--- config.mk ---
export PLATFORM = sky130hd
export DESIGN_NAME = nn_layer_seq
export DESIGN_NICKNAME = d
export VERILOG_FILES = /design/src/rtl/nn_pkg.sv /design/src/rtl/nn_layer_seq.sv
export SDC_FILE = /design/constraint.sdc
export NUM_CORES = 1
export LEC_CHECK = 0
export BUFFER_PORTS_ARGS = -buffer_cell sky130_fd_sc_hd__clkbuf_2
export CORE_ASPECT_RATIO = 2
export CORE_MARGIN = 5
export CORE_UTILIZATION = 45
export CTS_BUF_LIST = sky130_fd_sc_hd__clkbuf_8
export DETAILED_ROUTE_END_ITERATION = 8
export GPL_ROUTABILITY_DRIVEN = 0
export GPL_TIMING_DRIVEN = 0
export PLACE_DENSITY = 0.69
export SLEW_MARGIN = 40
export SYNTH_ARGS = -nofsm -noshare
export SYNTH_HDL_FRONTEND = slang
export SYNTH_SLANG_ARGS = --single-unit
--- constraint.sdc ---
create_clock -name i_clk -period 2.9 [get_ports i_clk]
set_input_delay 0 -clock i_clk [delete_from_list [all_inputs] [get_ports i_clk]]
set_output_delay 0 -clock i_clk [all_outputs]
set_load 0.01 [all_outputs]
--- src/rtl/nn_pkg.sv ---
// Shared defaults and FSM state encoding for the NN layer sequencer.
package nn_pkg;

    localparam int NN_CFG_W   = 16;
    localparam int NN_N_CFG   = 4;
    localparam int NN_LAYER_W = 8;

    typedef enum logic [2:0] {
        IDLE  = 3'd0,
        LOAD  = 3'd1,
        START = 3'd2,
        RUN   = 3'd3,
        DONE  = 3'd4
    } seq_state_t;

endpackage

--- src/rtl/nn_layer_seq.sv ---
// Layer sequencer: streams per-layer cfg descriptors into the cfg register
// file, then starts the PE array and waits for completion, once per layer.
module nn_layer_seq
    import nn_pkg::*;
#(
    parameter int CFG_W   = NN_CFG_W,
    parameter int N_CFG   = NN_N_CFG,
    parameter int LAYER_W = NN_LAYER_W,
    localparam int ADDR_W = $clog2(N_CFG)
) (
    input  logic               i_clk,
    input  logic               i_rst,
    input  logic               i_go,
    input  logic [LAYER_W-1:0] i_num_layers,
    input  logic               i_desc_valid,
    input  logic [CFG_W-1:0]   i_desc_data,
    output logic               o_desc_ready,
    output logic               o_cfg_wr_en,
    output logic [ADDR_W-1:0]  o_cfg_addr,
    output logic [CFG_W-1:0]   o_cfg_data,
    output logic               o_nn_start,
    input  logic               i_nn_done,
    output logic               o_busy,
    output logic [LAYER_W-1:0] o_layer_idx,
    output logic               o_seq_done
);

    seq_state_t         state_q, state_d;
    logic [ADDR_W-1:0]  word_cnt_q, word_cnt_d;
    logic [LAYER_W-1:0] layer_q, layer_d;
    logic [LAYER_W-1:0] count_q, count_d;
    logic               wr_en_q, wr_en_d;
    logic [ADDR_W-1:0]  addr_q, addr_d;
    logic [CFG_W-1:0]   data_q, data_d;
    logic               start_q, start_d;
    logic               busy_q, busy_d;
    logic               seq_done_q, seq_done_d;

    always_comb begin
        state_d    = state_q;
        word_cnt_d = word_cnt_q;
        layer_d    = layer_q;
        count_d    = count_q;
        wr_en_d    = 1'b0;
        addr_d     = addr_q;
        data_d     = data_q;
        start_d    = 1'b0;

        case (state_q)
            IDLE: begin
                if (i_go) begin
                    count_d    = i_num_layers;
                    layer_d    = '0;
                    word_cnt_d = '0;
                    state_d    = (i_num_layers == '0) ? DONE : LOAD;
                end
            end
            LOAD: begin
                if (i_desc_valid) begin
                    wr_en_d    = 1'b1;
                    addr_d     = word_cnt_q;
                    data_d     = i_desc_data;
                    word_cnt_d = word_cnt_q + ADDR_W'(1);
                    if (word_cnt_q == ADDR_W'(N_CFG - 1)) begin
                        state_d = START;
                    end
                end
            end
            START: begin
                state_d = RUN;
                start_d = 1'b1;
            end
            RUN: begin
                // A done coincident with our own start pulse belongs to no layer.
                if (i_nn_done && !start_q) begin
                    if (layer_q == count_q - LAYER_W'(1)) begin
                        state_d = DONE;
                    end else begin
                        layer_d = layer_q + LAYER_W'(1);
                        state_d = LOAD;
                    end
                end
            end
            DONE: begin
                state_d = IDLE;
            end
            default: begin
                state_d = IDLE;
            end
        endcase

        busy_d     = (state_d != IDLE);
        seq_done_d = (state_d == DONE);
    end

    always_ff @(posedge i_clk or posedge i_rst) begin
        if (i_rst) begin
            state_q    <= IDLE;
            word_cnt_q <= '0;
            layer_q    <= '0;
            count_q    <= '0;
            wr_en_q    <= 1'b0;
            addr_q     <= '0;
            data_q     <= '0;
            start_q    <= 1'b0;
            busy_q     <= 1'b0;
            seq_done_q <= 1'b0;
        end else begin
            state_q    <= state_d;
            word_cnt_q <= word_cnt_d;
            layer_q    <= layer_d;
            count_q    <= count_d;
            wr_en_q    <= wr_en_d;
            addr_q     <= addr_d;
            data_q     <= data_d;
            start_q    <= start_d;
            busy_q     <= busy_d;
            seq_done_q <= seq_done_d;
        end
    end

    assign o_desc_ready = (state_q == LOAD);
    assign o_cfg_wr_en  = wr_en_q;
    assign o_cfg_addr   = addr_q;
    assign o_cfg_data   = data_q;
    assign o_nn_start   = start_q;
    assign o_busy       = busy_q;
    assign o_layer_idx  = layer_q;
    assign o_seq_done   = seq_done_q;

endmodule

== After elaboration in Yosys (flattened, before gate mapping) ==
Index checks and enable logic that the tools add are counted.
Storage, ports and cells
  register bits after elaboration: 43
  input bits: 29
  output and inout port bits: 31
  word-level logic and storage cells: 51
Operators by class
  $add $sub $neg: 3
  equal/unequal tests: 10
  mux-type cells: 17
  reduce and logical (&&, ||, !) cells: 11
Operator list (count)
  two-way mux 8 bit: 3
  two-way mux 3 bit: 6
  one-hot mux 8 bit (2 select lines): 1
  one-hot mux 3 bit (4 select lines): 1
  adder 8 x 1 -> 8 bit (second input constant): 1
  == test 8 bit: 1
  zero test 8 bit: 1
  inequality test 2 bit (second input constant): 4
  subtractor 8 x 1 -> 8 bit (second input constant): 1
  == test 3 x 2 -> 1 bit (second input constant): 2
  two-way mux 2 bit: 2
  one-hot mux 2 bit (2 select lines): 1
  AND reduction 2 bit: 2
  AND reduction 4 bit: 1
  nonzero test 2 bit: 2
  == test 3 x 1 -> 1 bit (second input constant): 1
  == test 3 bit (second input constant): 1
  zero test 3 bit: 1
  two-way mux 1 bit: 3
  AND reduction 3 bit: 1
  nonzero test 3 bit: 1
  adder 2 x 1 -> 2 bit (second input constant): 1
  == test 2 bit (second input constant): 1
  logical AND 1 bit: 1
  zero test 1 bit: 1

== Logic depth before layout (Yosys ltp) ==
  word-level depth: 6
  mapped depth: 9
  depth with buffers taken out: 8

== Least setup slack after synthesis ==
No wires, ideal clock.
  path kind: register to register
  start point: reg count_q[0]
  end point: reg layer_q[0], in the netlist o_layer_idx[0]
  setup time: 0.125 ns
  arrival time: 2.128 ns
  data required time: 2.775 ns
  setup slack: 0.646 ns
  cell stages (with the launch flop): 9
  buffers on the path: 0
  period minus slack after synthesis: 2.254 ns
  cells stage by stage: dfrtp_1 inv_1 ha_1 nor2b_1 or3_1 a31o_1 nor4_4 o21ai_2 mux2_4
On the way
  word-level cells in the longest chain between the ends: 4
RTL lines
  from (decl): RTL line nn_layer_seq.sv:31  | logic [LAYER_W-1:0] count_q, count_d;
  from (signal assigned): RTL line nn_layer_seq.sv:112  | count_q <= count_d;
  subtractor 8 x 1 -> 8 bit: RTL line nn_layer_seq.sv:76  | if (layer_q == count_q - LAYER_W'(1)) begin
  == test 8 bit: RTL line nn_layer_seq.sv:76
  inequality test 2 bit (no source line)
  AND reduction 4 bit (no source line)
  to (signal assigned): RTL line nn_layer_seq.sv:111  | layer_q <= layer_d;
  to (decl): RTL line nn_layer_seq.sv:30  | logic [LAYER_W-1:0] layer_q, layer_d;
No other way between the ends.
A chain may end at the register's enable or synchronous reset.

== Worst setup path after layout ==
Same ends and word-level chain as after synthesis.

==> results_dict.tcl <==
set metrics [dict create \
    postSynthCellCount 227 \
    fillers 420 \
    grt_max_degree 44 \
    postRouteAntennaNets 0 \
    critPathKind "flop to flop" \
    max-cap-violations 0 \
    multi_input_area_um2 933.4 \
    mostFrequentLayoutCells "nand2_1 (87), clkbuf_2 (59), dfrtp_1 (43)" \
    ctsResizeCount 0 \
    placed_area_um2 2456 \
    min-delay-path-class "input port to flop" \
    setup_viol_count_final 0 \
    crit_fanout 6 \
    yosys_warnings 0 \
    ys_seq_elements 43 \
    num_vias 1908 \
    fin_worst_skew_ps 6.682 \
    viasPerCell 5.088 \
    syn_avg_cell_area_um2 9.205 \
    postCtsSetupRepairBufs 0 \
    powerDensity_nw_per_um2 852.2 \
    cts_tree "done" \
    hold_violations 0 \
    clock-root-buffer "clkbuf_8" \
    htreeDepth 2 \
    min_period_ps 2504 \
    mostFrequentLayoutCell "nand2_1" \
    dr.pass1.iters 4 \
    yosys.area.top_type_share_pct 51.50 \
    outcome "complete, no violations" \
    tns_ps 0 \
    ir_worst_vdd_mv 0.5226 \
    syn_area_um2 2090 \
    slew_headroom_pct 63.98 \
    power_leakage_uw 0.001495 \
    placedCellCount 341 \
    design_area_um2 2825 \
    final_util_pct 62.03 \
    clockBufferDepth 2 \
    clkTransAtPathRegs_ps 80 \
    drt_iter0_drc 44 \
    synth-edff-count 0 \
    die_y_um 106.4 \
    yosys-top-cells-area "dfrtp_1 (51%), nand2_1 (16%), xor2_1 (2.5%)" \
    slew_viol_final 0 \
    die_area_um2 6189 \
    initial_core_util_pct 45.88 \
    io_pins 60 \
    place_hpwl_um 3750 \
    startpoint_type "flop" \
    ys_seq_area_share_pct 51.50 \
    routed_wl_um 5065 \
    cts.sinks 43 \
    synth_top_flop_cell "dfrtp_1" \
    stdcell_count 375 \
    rows 35 \
    clk_latency_ps 290 \
    register_area_um2 1076 \
    grt_overflow 0 \
    rsz0062_at_grt "false" \
    synth_cell_types 45 \
    grt_pass1_vias 1949 \
    fin_nets 351 \
    fp.coreArea_um2 4554 \
    cts_inserted_buffers 5 \
    io_buffers 59 \
    crit_arrival_ps 2680 \
    cp_data_required_time_ps 3080 \
    area_delta_synth_final_pct 35.21 \
    drive_above_1_share_pct 25.62 \
    post-route-period-util_pct 86.35 \
    chipWidth_um 58.19 \
    synth_async_sr_flop_share_pct 100.0 \
    drc 0 \
    grt_use_total_pct 18.31 \
    tightest_slew_ps 538.0 \
    wire_per_inst_um 13.51 \
    grt_antenna_before_repair 0 \
    n_antenna_cell 0 \
    synth_area_leader_cell "dfrtp_1" \
    grt_pass1_wl_um 8804 \
    max_freq_mhz 399.3 \
    worstSetupEndpointType "flop" \
    synthesis.nets 259 \
]
layout make-up:
| type | count | area share, % |
|---|---|---|
| plain buffers | 11 | 2.214 |
| flip-flops and latches | 43 | 38.09 |
| well taps | 55 | 2.436 |
| multi-input cells | 166 | 33.04 |
| repair buffers | 85 | 19.66 |
| clock inverters | 1 | 0.1329 |
| inverters | 7 | 1.019 |
| clock buffers | 7 | 3.410 |
synthesized netlist by cell type, types with 5 or more instances:
library cell and count:
nand2_1 87, clkbuf_1 5, inv_1 7, o21ai_0 7, dfrtp_1 43, xor2_1 6
logic make-up (layout without fill, tap and decap cells):
| kind of cell | after synthesis | count (layout) | synth area share [%] |
|---|---|---|---|
| AOI/OAI and AO/OA | 23 | 23 | 7.306 |
| buffers and inverters | 18 | 111 | 4.252 |
| muxes | 3 | 3 | 1.736 |
| and+or+nand+nor | 127 | 127 | 29.22 |
| xor gates and xnor gates | 10 | 10 | 4.191 |
| DFF | 43 | 43 | 51.50 |
| adders and majority gates | 3 | 3 | 1.797 |
report_power, final:
group,leakage (uW),switching [uW],internal [uW]
clock,0.0000557,188,214
sequential,0.000546,148,817
combinational,0.000893,595,446
total,0.00149,931,1480
worst max-delay path, cell delays in order, from the launching register on:
cell and delay, ps:
dfrtp_1 420, inv_1 80, ha_1 220, nor2b_1 170
or3_1 350, a31o_1 250, nor4_4 460, o21ai_2 140
mux2_4 300
flip-flops by register name (all words and copies together), names as in the netlist:
signal / count
word_cnt_q: 2
state_q: 3
o_cfg_data: 16
o_layer_idx: 8
o_cfg_addr: 2
o_cfg_wr_en: 1
count_q: 8
o_seq_done: 1
o_nn_start: 1
o_busy: 1
worst paths after layout:
kind / from / to / slack [ps] / depth (start not counted)
max: count_q[0]$_DFFE_PP0P_ / o_layer_idx[0]$_DFFE_PP0P_ / 400 / 8
min reg2reg: o_cfg_addr[1]$_DFFE_PP0P_ / o_cfg_addr[1]$_DFFE_PP0P_ / 470 / 2
min: i_desc_valid / state_q[1]$_DFF_PP0_ / 40 / 3
max reg2reg: count_q[0]$_DFFE_PP0P_ / o_layer_idx[0]$_DFFE_PP0P_ / 400 / 8
min in group asynchronous: i_rst / count_q[7]$_DFFE_PP0P_ / 300 / 3
max in group asynchronous: i_rst / o_cfg_data[9]$_DFFE_PP0P_ / 2230 / 3
what timing repair did:
action,CTS,global route
endpoints found under the hold margin,68,0
hold buffers,26,0
endpoints found under the setup margin,0,0
per-layer routing:
layer  wire, um  global-route usage [%]
met1       1800                   19.14
met2       2901                   33.82
met3        221                   3.767
met4        142                   7.794
met5          0                       0
through the flow:
step                power (uW)  hold WS, ps  worst slack, ps
floorplan                 1651        105.4            646.5
global placement          1971        190.6            422.6
detailed placement        2004        78.48            398.7
CTS                       2443        32.13            376.4
global route              2628        57.51            233.8
finish                    2408        35.10            395.9
Power figures use the tool's default switching activity.
